$ cat src/rtl/breadboard_sweep.sv
// Programmable truth-table breadboard.
// Walks every input row and streams the function outputs out.
module breadboard_sweep #(
  parameter int N_IN  = 4,
  parameter int N_OUT = 10
) (
  input  logic                 clk,
  input  logic                 rst,
  input  logic                 cfg_we,
  input  logic [3:0]           cfg_addr,
  input  logic [2**N_IN-1:0]   cfg_data,
  output logic                 cfg_err,
  input  logic                 start,
  input  logic                 skip_zero,
  output logic                 row_valid,
  input  logic                 row_ready,
  output logic [N_IN-1:0]      row_idx,
  output logic [N_OUT-1:0]     row_out,
  output logic                 busy,
  output logic                 done,
  output logic [N_IN:0]        row_count
);

  localparam int ROWS = 2**N_IN;
  localparam logic [N_IN-1:0] LAST = N_IN'(ROWS-1);
  localparam logic [N_IN:0] CNT_ONE = (N_IN+1)'(1);

  typedef enum logic [1:0] {
    IDLE,
    SWEEP,
    DONE
  } state_t;

  state_t state_q, state_d;

  logic [ROWS-1:0] table_q [N_OUT];
  logic [N_IN-1:0] cur_q, cur_d;
  logic            skip_q, skip_d;
  logic            valid_q, valid_d;
  logic [N_IN-1:0] idx_q, idx_d;
  logic [N_OUT-1:0] out_q, out_d;
  logic            busy_q, busy_d;
  logic            done_q, done_d;
  logic [N_IN:0]   cnt_q, cnt_d;
  logic            err_q;

  logic            addr_ok;
  logic            wr_ok;
  logic [N_IN-1:0] nxt_row;
  logic [N_OUT-1:0] nxt_col;
  logic            load;

  assign addr_ok = {1'b0, cfg_addr} < 5'(N_OUT);
  assign wr_ok   = cfg_we && !busy_q && addr_ok;

  // Row to evaluate next: row 0 on start, else the successor.
  always_comb begin
    nxt_row = (state_q == IDLE) ? '0 : cur_q + 1'b1;
  end

  always_comb begin
    nxt_col = '0;
    for (int k = 0; k < N_OUT; k++) begin
      nxt_col[k] = table_q[k][nxt_row];
    end
  end

  always_comb begin
    state_d = state_q;
    cur_d   = cur_q;
    skip_d  = skip_q;
    valid_d = valid_q;
    idx_d   = idx_q;
    out_d   = out_q;
    cnt_d   = cnt_q;
    load    = 1'b0;
    unique case (state_q)
      IDLE: begin
        if (start) begin
          state_d = SWEEP;
          skip_d  = skip_zero;
          cnt_d   = '0;
          load    = 1'b1;
        end
      end
      SWEEP: begin
        if (valid_q && row_ready) begin
          cnt_d = cnt_q + CNT_ONE;
        end
        // A skipped row never waits on the consumer.
        if (!valid_q || row_ready) begin
          if (cur_q == LAST) begin
            state_d = DONE;
            valid_d = 1'b0;
          end else begin
            load = 1'b1;
          end
        end
      end
      DONE: begin
        state_d = IDLE;
      end
      default: begin
        state_d = IDLE;
      end
    endcase
    if (load) begin
      cur_d   = nxt_row;
      idx_d   = nxt_row;
      out_d   = nxt_col;
      valid_d = !(skip_d && (nxt_col == '0));
    end
    busy_d = (state_d == SWEEP);
    done_d = (state_d == DONE);
  end

  always_ff @(posedge clk) begin
    if (rst) begin
      state_q <= IDLE;
      cur_q   <= '0;
      skip_q  <= 1'b0;
      valid_q <= 1'b0;
      idx_q   <= '0;
      out_q   <= '0;
      busy_q  <= 1'b0;
      done_q  <= 1'b0;
      cnt_q   <= '0;
      err_q   <= 1'b0;
    end else begin
      state_q <= state_d;
      cur_q   <= cur_d;
      skip_q  <= skip_d;
      valid_q <= valid_d;
      idx_q   <= idx_d;
      out_q   <= out_d;
      busy_q  <= busy_d;
      done_q  <= done_d;
      cnt_q   <= cnt_d;
      if (cfg_we && !wr_ok) begin
        err_q <= 1'b1;
      end
    end
  end

  always_ff @(posedge clk) begin
    if (rst) begin
      for (int k = 0; k < N_OUT; k++) begin
        table_q[k] <= '0;
      end
    end else if (wr_ok) begin
      table_q[cfg_addr] <= cfg_data;
    end
  end

  assign cfg_err   = err_q;
  assign row_valid = valid_q;
  assign row_idx   = idx_q;
  assign row_out   = out_q;
  assign busy      = busy_q;
  assign done      = done_q;
  assign row_count = cnt_q;

endmodule

$ cat config.mk
export PLATFORM = sky130hd
export DESIGN_NAME = breadboard_sweep
export DESIGN_NICKNAME = d
export VERILOG_FILES = /design/src/rtl/breadboard_sweep.sv
export SDC_FILE = /design/constraint.sdc
export NUM_CORES = 1
export LEC_CHECK = 0
export BUFFER_PORTS_ARGS = -buffer_cell sky130_fd_sc_hd__buf_2
export CORE_ASPECT_RATIO = 0.8
export CORE_MARGIN = 4
export CORE_UTILIZATION = 25
export DETAILED_ROUTE_END_ITERATION = 10
export PLACE_DENSITY = 0.46
export SETUP_SLACK_MARGIN = 0.4
export SYNTH_ARGS = -nofsm -noshare
export SYNTH_HDL_FRONTEND = slang
export SYNTH_SLANG_ARGS = --single-unit
$ cat constraint.sdc
create_clock -name clk -period 2.4 [get_ports clk]
set_input_delay 0.12 -clock clk [delete_from_list [all_inputs] [get_ports clk]]
set_output_delay 0.12 -clock clk [all_outputs]
set_load 0.01 [all_outputs]
# ---- After elaboration in Yosys (flattened, before gate mapping)
# Memory sizes are Yosys's and may differ from the RTL's.
# Cells that the tools add are included.
dict set report totals {
  ff_bits 26
  ramBits 160
  in_bits 26
  memories 1
}
# name words width read_ports rd_clocked_by_memory_dff write_ports line
set memory_table {}
lappend memory_table {table_q 10 16 10 0 10 36} ;# logic [ROWS-1:0] table_q [N_OUT];
dict set report classes {
  n_addsub 2
  n_lt_le_gt_ge 2
  n_eq_ne 6
  n_mux 46
  reduce_logical 19
}
# operator count
set op_table {}
lappend op_table {{$bmux W1 S4} 10}
lappend op_table {{$mux W1} 25}
lappend op_table {{$mux W16} 1}
lappend op_table {{$reduce_or A16 Y1} 1}
lappend op_table {{$logic_not A10 Y1} 1}
lappend op_table {{$mux W5} 2}
lappend op_table {{$pmux W5 S2} 1}
lappend op_table {{$mux W4} 2}
lappend op_table {{$reduce_bool A2 Y1} 4}
lappend op_table {{$mux W2} 3}
lappend op_table {{$reduce_and A3 Y1} 2}
lappend op_table {{$add A5 B1 Y5 const B} 1}
lappend op_table {{$logic_and A1 B1 Y1} 5}
lappend op_table {{$lt A4 B5 Y1 const B} 1}
lappend op_table {{$add A4 B1 Y4 const B} 1}
lappend op_table {{$eq A2 B1 Y1 const B} 2}
lappend op_table {{$eq A4 B4 Y1 const B} 1}
lappend op_table {{$logic_not A1 Y1} 4}
lappend op_table {{$lt A4 B4 Y1 const B} 1}
lappend op_table {{$ne A2 B2 Y1 const B} 2}
lappend op_table {{$pmux W2 S2} 1}
lappend op_table {{$eq A2 B2 Y1 const B} 1}
lappend op_table {{$logic_not A2 Y1} 1}
lappend op_table {{$pmux W1 S2} 1}
lappend op_table {{$logic_or A1 B1 Y1} 1}

# ---- Logic depth before layout (Yosys ltp)
# Gate-level depths: netlist of the first run.
dict set report depth {
  ltp_word 8
  mapped_depth 11
}

# ---- Least setup slack after synthesis of the first run
# Ideal clock, no wire load.
dict set report synth_path {
  kind {reg-to-reg}
  from {reg row_idx[0] (netlist name)}
  to {reg valid_q (netlist: row_valid)}
  setup_time_ns 0.131
  arrival_time_ns 2.391
  slack_ns -0.122
  stages_incl_launch_ff 10
  path_buffers 1
  period_less_slack_ns 2.522
  path_cell_list {dfxtp_1 > ha_1 > xor2_2 > nand2_2 > buf_2 > a221o_1 > a221oi_1 > o22ai_1 > nor4_1 > a211oi_1}
}
# item line
set synth_lines {}
lappend synth_lines {{to (signal assigned)} 133} ;# valid_q <= valid_d;
lappend synth_lines {{to (decl)} 39} ;# logic valid_q, valid_d;

==> impl_metrics.yaml, run 1 <==
status:
  outcome: "finished, violations left"
  violations: "negative setup slack"
clock_tree:
  clk_latency_ps: 450
  clk_pin_slew_worst_paths_ps: 70
  cts_buffers: 17
  htree_levels: 4
  cts_tree: "built"
  cts_root_buf: "clkbuf_16"
  cts_max_path_buffers: 2
  clock_sinks: 186
power:
  internal-power_mw: 5.381
  pwr-share-comb_pct: 11.3
  p_leak_nw: 4.029
  power.net_switching_mw: 1.822
  power.total_mw: 7.203
  vdd_drop_max_uv: 456.2
  swShare_pct: 25.29
  p_clk_share_pct: 37.7
  p_per_area_nw_per_um2: 655.9
  sequentialPowerShare_pct: 51.0
place:
  hpwl_mm: 18.42
  port_buffers: 48
  place_congestion: 0.8336
  place_inst: 1272
  dpl_worst_slack_ps: -123.8
sta:
  tns_ps: -2.694
  max_freq_ghz: 0.4162
  slew_viol_final: 0
  finalWorstSetupSlack_ps: -2.694
  layout_min_cycle_time_ps: 2403
  setup_viol_count_final: 1
  hold_viol_final: 0
  worst_pin_slew_ps: 630.4
  slew_headroom_pct: 56.89
  rsz0062_at_grt: "yes"
  min_period_over_period_pct: 100.1
  fin_skew_ps: 14.62
synth:
  yosysMostFrequentCell: "nor2_1"
  synth_compound_area_share_pct: 12.29
  synth_cells: 736
  syn_nets: 764
  synth_fa_ha_area_share_pct: 0.3006
  synthDistinctLibCells: 54
  seq_area_frac_synth_pct: 63.96
  synth_xor_area_share_pct: 0.7214
  synth_top_family_by_area: "simple AND/OR/NAND/NOR gates"
  synth_top_area_cell: "edfxtp_1"
  syn_area_um2: 8325
  synthDominantCellAreaShare_pct: 57.71
  muxShareOfSynthArea_pct: 3.592
  yosys-top-cells-count: "nor2_1, edfxtp_1, nand2_1"
  yosys_warnings: 0
  synth-seq-cells: 186
  ys_async_sr_fraction_pct: 0
  synthSimpleGateAreaFrac_pct: 16.01
  avgSynthCellArea_um2: 11.31
  ys.flop_type: "edfxtp_1"
  synthTopCellsByArea: "edfxtp_1, nor2_1, dfxtp_1"
  synth_edf_count: 160
floorplanning:
  dieArea_um2: 36300
  core_area_um2: 32700
  die_height_um: 171.2
  row_count: 59
  die_width_um: 212.0
  pin_count: 49
  start_util_pct: 25.46
setup_path:
  cp.required_ps: 2700
  critPathBufInv: 3
  crit_family: "compound AO/OA/AOI/OAI gates"
  r2r_slack_ps: -3
  cp_slowest_cell: "dfxtp_2"
  crit_path_start_kind: "flop"
  crit_type: "reg2reg"
  worstPathArrival_ps: 2710
  endpoint_kind: "flop"
  max_stage_delay_ps: 360
  critPathMaxFanout: 6
  crit_chain: "ha_4 -> xor2_4 -> nand2_4 -> buf_8 -> buf_4 -> buf_12 -> mux4_2 -> o2bb2ai_1 -> o22a_1 -> nor3_2 -> a211oi_1"
drt:
  via_count: 6359
  antenna_left: 0
  drc: 0
  drt_iter0_drc: 580
  wire_per_inst_um: 21.22
  first_pass_iters: 5
  wl_mm: 27.94
  via_per_inst: 4.828
layout:
  fillerInstances: 3309
  nets: 905
  diodes: 0
  fin_cells: 1317
  area_delta_synth_final_pct: 31.91
  drive_gt1_share_pct: 30.00
grt:
  antenna_found_initial: 0
  grt_pass1_wl_mm: 40.87
  grt_max_degree: 37
  grt_pass1_vias: 6152
  overflow: 0
  track_usage_pct: 15.41
run:
  maxCapViolations: 0
min_path:
  hp-class: "in2reg"
==> logic make-up (layout without fill, tap and decap cells) <==
| group | count (synthesis) | after routing |
|---|---|---|
| mux | 23 | 23 |
| flops | 186 | 186 |
| fa+ha+maj | 2 | 2 |
| compound gates | 141 | 141 |
| simple gates | 312 | 312 |
| buf+inv | 66 | 220 |
| xor+xnor | 6 | 6 |
==> power groups by stage <==
stage,sequential [mW],combinational (mW),clock [mW]
after global placement,3.74,0.725,0
after global routing,3.68,0.872,2.89
after floorplan,3.73,0.362,0
after detailed placement,3.74,0.724,0
final,3.67,0.814,2.72
after CTS,3.67,0.771,2.75
==> stage by stage <==
step	util [%]	instance area (µm²)	hold WS [ps]
global placement	30.47	9966	364.1
finish	33.58	10980	30.77
global route	33.58	10980	26.88
CTS	32.89	10760	10.71
detailed placement	30.47	9966	372.2
floorplan	-	8478	260.6
==> repair_timing <==
action / 4_1_cts / 5_1_grt
gates resized for setup: 41 / 33
cloned: 0 / 1
hold buffers: 2 / 0
hold endpoints to repair: 2 / 0
setup buffers: 4 / 6
setup endpoints to repair: 79 / 89
pin swaps: 17 / 13
==> registers in the layout, indices dropped and copies added, names as in the netlist <==
register	cells
row_valid	1
skip_q	1
row_idx	4
row_count	5
row_out	10
cfg_err	1
done	1
table_q	160
state_q	2
busy	1
==> metal layers <==
layer  up-vias  share of wire (%)  track usage, %
met1      3170                 50           23.68
met3        28                5.5           3.337
met5         -                  0               0
met4         0                1.1           3.494
met2       186                 43           22.14
li1       2975                  -               -
==> final cells by class <==
cell class,instances,area [µm²],area share [%]
repair buffers,170,1409,12.83
inverters,18,75.07,0.6836
well taps,427,534.3,4.865
flip-flops and latches,186,5333,48.56
clock inverters,15,126.4,1.151
clock buffers,17,425.4,3.874
multi-input cells,484,3079,28.04
==> cell usage in the layout (no fill, tap or decap), drive strengths merged, types with 11 or more instances in the layout <==
cell	instances
a21oi	37
clkbuf	18
nand3	27
dfxtp	26
a22o	11
nand2b	14
o21ai	20
nor3	13
nor2	174
nand2	61
inv	20
buf	167
edfxtp	160
mux2i	13
==> final timing paths <==
| check | depth (start not counted) | startpoint | endpoint |
|---|---|---|---|
| min reg2reg | 2 | row_out[5]$_SDFFE_PP0P_ | row_out[5]$_SDFFE_PP0P_ |
| min | 3 | start | state_q[0]$_SDFF_PP0_ |
| max | 11 | row_idx[1]$_SDFFE_PP0P_ | row_valid$_SDFFE_PP0P_ |
| max reg2reg | 11 | row_idx[1]$_SDFFE_PP0P_ | row_valid$_SDFFE_PP0P_ |
==> worst min-delay path: cells and delay by family <==
kind,cells,cell delay (ps)
AND/OR/NAND/NOR,1,100
AO/OA/AOI/OAI,1,80
buffers and inverters,1,120
Power figures use the tool's default switching activity.
==> run 2, diff against run 1 <==
--- a/config.mk
+++ b/config.mk
@@ -11,7 +11,6 @@
 export CORE_UTILIZATION = 25
 export DETAILED_ROUTE_END_ITERATION = 10
 export PLACE_DENSITY = 0.46
-export SETUP_SLACK_MARGIN = 0.4
 export SYNTH_ARGS = -nofsm -noshare
 export SYNTH_HDL_FRONTEND = slang
 export SYNTH_SLANG_ARGS = --single-unit
==> run 2 against run 1 <==
The run still ends with negative setup slack left. Utilization decreased by 0.62 points. Clock-buffer cell count increased by 3. Clock power rose by 4%. Final area shrank 1.8%. Clock skew is 4.5 ps lower. First-iteration DRC count decreased by 1.6%. Non-clock buffer count increased by 1. Critical path type unchanged. Largest power group unchanged.
==> impl_metrics.yaml, run 2 (same netlist as run 1, synthesis figures left out) <==
layout:
  nets: 906
  final_cell_mix: "nor2_1, edfxtp_1, buf_4"
  area_delta_synth_final_pct: 29.49
  layout_commonest_cell: "nor2_1"
  top_register: "table_q"
  finalCoreUtilization_pct: 32.96
  fin_cells: 1318
  largest_register_ffs: 160
  diodes: 0
  drive_gt1_share_pct: 27.95
floorplanning:
  die_height_um: 171.2
  row_count: 59
  core_area_um2: 32700
  start_util_pct: 25.46
  dieArea_um2: 36300
  die_width_um: 212.0
  pin_count: 49
sta:
  slew_headroom_pct: 32.44
  fin_skew_ps: 10.11
  tns_ps: -17.47
  worst_pin_slew_ps: 987.9
  setup_viol_count_final: 1
  layout_min_cycle_time_ps: 2417
  max_freq_ghz: 0.4137
  slew_viol_final: 0
  min_period_over_period_pct: 100.7
  rsz0062_at_grt: "yes"
  hold_viol_final: 0
  finalWorstSetupSlack_ps: -17.47
drt:
  first_pass_iters: 5
  drc: 0
  wl_mm: 27.27
  wire_per_inst_um: 20.69
  antenna_left: 0
  via_per_inst: 4.802
  drt_iter0_drc: 571
  via_count: 6329
grt:
  grt_max_degree: 37
  grt_pass1_wl_mm: 40.43
  antenna_found_initial: 0
  overflow: 0
  track_usage_pct: 15.13
  grt_pass1_vias: 6111
power:
  p_leak_nw: 4.027
  vdd_drop_max_uv: 480.1
  power.total_mw: 7.281
  p_per_area_nw_per_um2: 675.4
setup_path:
  cp_slowest_cell: "dfxtp_2"
  cp.required_ps: 2710
  worstPathArrival_ps: 2720
  critPathMaxFanout: 14
  crit_path_start_kind: "flop"
  endpoint_kind: "flop"
  max_stage_delay_ps: 340
  crit_chain: "ha_4 -> inv_2 -> buf_12 -> buf_4 -> a22o_1 -> a221o_1 -> a211oi_2 -> o22ai_4 -> nor4_2 -> a211oi_1"
  critPathBufInv: 3
  crit_type: "reg2reg"
  crit_family: "compound AO/OA/AOI/OAI gates"
clock_tree:
  cts_tree: "built"
  clk_pin_slew_worst_paths_ps: 70
  cts_root_buf: "clkbuf_16"
  htree_levels: 4
  clk_latency_ps: 440
  cts_max_path_buffers: 2
  cts_buffers: 17
  clock_sinks: 186
place:
  place_congestion: 0.8322
  hpwl_mm: 18.05
  place_inst: 1281
  port_buffers: 48
status:
  violations: "negative setup slack"
  outcome: "finished, violations left"
min_path:
  hp-class: "in2reg"
run:
  maxCapViolations: 0
## run 2: area by class of cell
type | count | area [µm²]
sequential | 186 | 5328
fill | 3314 | 21920
clock buffer | 20 | 467.9
inverter | 18 | 67.56
tap | 427 | 534.3
multi-input combinational | 484 | 2948
clock inverter | 12 | 110.1
timing repair buffer | 171 | 1325
## run 2: worst register-to-register path, stage by stage (launching register included)
cell and delay [ps]:
dfxtp_2 340, ha_4 290, inv_2 60, buf_12 150, buf_4 160, a22o_1 210, a221o_1 300, a211oi_2 310
o22ai_4 110, nor4_2 260, a211oi_1 100
## run 2: per-stage QoR
| stage | hold slack, ps | cell area, µm² | setup slack, ps |
|---|---|---|---|
| floorplan | 260.6 | 8349 | 2.983 |
| global placement | 361.5 | 9913 | -186.6 |
| detailed placement | 370.1 | 9913 | -171.0 |
| CTS | 13.08 | 10640 | 7.913 |
| global route | 76.28 | 10780 | -111.5 |
| finish | 49.04 | 10780 | -17.47 |
## run 2: per-layer routing
metal / up-vias / part of all wire, % / global-route usage (%)
li1: 2966 / - / -
met3: 14 / 5.7 / 3.082
met5: - / 0 / 0
met1: 3169 / 50 / 23.54
met4: 0 / 0.78 / 2.677
met2: 180 / 43 / 21.92
## run 2: power breakdown
group	internal, mW	total, mW	leakage (nW)	switching (mW)
Sequential	3.62	3.67	1.88	0.0518
Clock	1.53	2.82	0.293	1.29
Combinational	0.329	0.786	1.86	0.457
## run 2: worst paths after layout
kind	cells after the start	to	slack, ps	from
max	10	row_valid$_SDFFE_PP0P_	-20	row_idx[0]$_SDFFE_PP0P_
min	3	state_q[0]$_SDFF_PP0_	50	start
max reg2reg	10	row_valid$_SDFFE_PP0P_	-20	row_idx[0]$_SDFFE_PP0P_
min reg2reg	2	row_out[1]$_SDFFE_PP0P_	450	row_out[1]$_SDFFE_PP0P_
## run 2: repair_timing
item                                    CTS  global route
gates resized for setup                  20            24
endpoints found under the setup margin    6             7
pin swaps                                 6             9
cloned                                    1             0
hold endpoints to repair                  2             0
buffers inserted                          2             1
hold buffers                              2             0
==> run 3, diff against run 2 <==
--- a/config.mk
+++ b/config.mk
@@ -10,6 +10,7 @@
 export CORE_MARGIN = 4
 export CORE_UTILIZATION = 25
 export DETAILED_ROUTE_END_ITERATION = 10
+export HOLD_SLACK_MARGIN = 0.06
 export PLACE_DENSITY = 0.46
 export SYNTH_ARGS = -nofsm -noshare
 export SYNTH_HDL_FRONTEND = slang
==> run 3 against run 2 <==
The run still ends with negative setup slack left. Worst setup slack lost 2.1 ps. Sequential power hardly changed. Non-clock buffer count up 1. Hold slack improved by 98 ps. Global-route usage is essentially flat. Critical path type unchanged. Critical endpoint unchanged. Largest power group unchanged.
==> impl_metrics.yaml, run 3 (same netlist as run 1, synthesis figures left out) <==
status:
  outcome: "finished, violations left"
  violations: "negative setup slack"
drt:
  drt_iter0_drc: 565
  first_pass_iters: 5
  wire_per_inst_um: 20.67
  wl_mm: 27.27
  via_count: 6343
  via_per_inst: 4.809
  drc: 0
  antenna_left: 0
floorplanning:
  start_util_pct: 25.46
  core_area_um2: 32700
  dieArea_um2: 36300
  pin_count: 49
  row_count: 59
  die_width_um: 212.0
  die_height_um: 171.2
power:
  p_per_area_nw_per_um2: 675.1
  p_leak_nw: 4.032
  vdd_drop_max_uv: 482.3
setup_path:
  critPathMaxFanout: 14
  cp_slowest_cell: "dfxtp_2"
  crit_type: "reg2reg"
  worstRegToRegCells: 10
  max_stage_delay_ps: 340
  r2r_slack_ps: -20
  timing.rr.end: "row_valid$_SDFFE_PP0P_"
  r2r_start: "row_idx[0]$_SDFFE_PP0P_"
  endpoint_kind: "flop"
  cp.required_ps: 2710
  crit_chain: "ha_4 -> inv_2 -> buf_12 -> buf_4 -> a22o_1 -> a221o_1 -> a211oi_2 -> o22ai_4 -> nor4_2 -> a211oi_1"
  worstPathArrival_ps: 2730
  crit_path_start_kind: "flop"
min_path:
  holdCritStartpoint: "cfg_data[12]"
  hp-class: "in2reg"
  holdPathEnd: "table_q[9][12]$_DFFE_PP_"
  worstHoldPathCells: 4
layout:
  final_cell_mix: "nor2_1, edfxtp_1, buf_4"
  fillerInstances: 3313
  largest_register_ffs: 160
  top_register: "table_q"
  seq_area_um2: 5328
  layout_commonest_cell: "nor2_1"
  area_delta_synth_final_pct: 29.61
  drive_gt1_share_pct: 27.91
  fin_cells: 1319
  multiInputGateArea_um2: 2948
  diodes: 0
  nets: 907
sta:
  rsz0062_at_grt: "yes"
  tns_ps: -19.58
  layout_min_cycle_time_ps: 2420
  slew_viol_final: 0
  whs_ps: 146.8
  fin_skew_ps: 9.227
  finalWorstSetupSlack_ps: -19.58
  hold_viol_final: 0
  min_period_over_period_pct: 100.8
  slew_headroom_pct: 32.94
  setup_viol_count_final: 1
  worst_pin_slew_ps: 980.5
  max_freq_ghz: 0.4133
grt:
  grt_pass1_vias: 6121
  grt_pass1_wl_mm: 40.46
  track_usage_pct: 15.14
  overflow: 0
  antenna_found_initial: 0
  grt_max_degree: 37
clock_tree:
  cts_buffers: 17
  clk_pin_slew_worst_paths_ps: 70
  cts_tree: "built"
  clock_sinks: 186
  htree_levels: 4
  cts_root_buf: "clkbuf_16"
  clk_latency_ps: 440
  cts_max_path_buffers: 2
place:
  hpwl_mm: 18.05
  place_congestion: 0.8322
  port_buffers: 48
  place_inst: 1281
run:
  maxCapViolations: 0
==> run 3: changes by cell type in the layout (fill, tap and decap cells not counted) <==
cell           previous run  this run
dlygate4sd3_1             2         3
==> run 3: critical path: cells and delay by family, from the launching register on <==
family	cells	cell delay [ps]
AND/OR/NAND/NOR	1	260
adder cells (fa/ha/maj)	1	290
flip-flops	1	340
AO/OA/AOI/OAI	5	1030
buffers and inverters	3	370
==> run 3: where the power goes <==
part	internal (mW)	switching, mW	total, mW
sequential	3.62	0.0517	3.67
clock	1.53	1.29	2.83
combinational	0.330	0.457	0.787
total	5.48	1.80	7.28
==> run 3: cell type report <==
type / count / area share [%]
multi-input cells: 484 / 27.32
repair buffers: 172 / 12.37
inverters: 18 / 0.6262
clock inverters: 12 / 1.020
clock buffers: 20 / 4.337
flip-flops and latches: 186 / 49.37
well taps: 427 / 4.951
==> run 3: through the flow <==
step / utilization [%] / instance area [µm²] / power [mW] / setup slack (ps)
final: 33.00 / 10790 / 7.284 / -19.58
after global routing: 33.00 / 10790 / 7.558 / -111.5
after CTS: 32.57 / 10650 / 7.312 / 7.913
after detailed placement: 30.31 / 9913 / 4.463 / -171.0
after global placement: 30.31 / 9913 / 4.465 / -186.6
after floorplan: - / 8349 / 4.072 / 2.983
==> run 3: what timing repair did <==
| action | CTS | global route |
|---|---|---|
| gates resized for setup | 20 | 24 |
| buffers inserted | 2 | 1 |
| endpoints found under the hold margin | 3 | 0 |
| hold buffers | 3 | 0 |
| setup endpoints to repair | 6 | 7 |
| pin swaps | 6 | 9 |
| cloned | 1 | 0 |
==> run 3: worst max path at each step <==
stage / slack, ps / depth (start not counted) / startpoint / end
after CTS: 8 / 9 / row_idx[0]$_SDFFE_PP0P_ / row_valid$_SDFFE_PP0P_
after floorplan: 3 / 10 / row_idx[1]$_SDFFE_PP0P_ / row_valid$_SDFFE_PP0P_
after global placement: -190 / 11 / row_idx[1]$_SDFFE_PP0P_ / row_valid$_SDFFE_PP0P_
final: -20 / 10 / row_idx[0]$_SDFFE_PP0P_ / row_valid$_SDFFE_PP0P_
after global routing: -110 / 10 / row_idx[0]$_SDFFE_PP0P_ / row_valid$_SDFFE_PP0P_
after detailed placement: -170 / 10 / row_idx[1]$_SDFFE_PP0P_ / row_valid$_SDFFE_PP0P_
==> run 3: per-layer routing <==
metal	vias up	GRT usage (%)	wire (µm)	part of all wire, %
li1	2971	-	-	-
met1	3172	23.54	13680	50
met2	190	21.95	11770	43
met3	10	3.082	1637	6.0
met4	0	2.677	176	0.65
met5	-	0	0	0
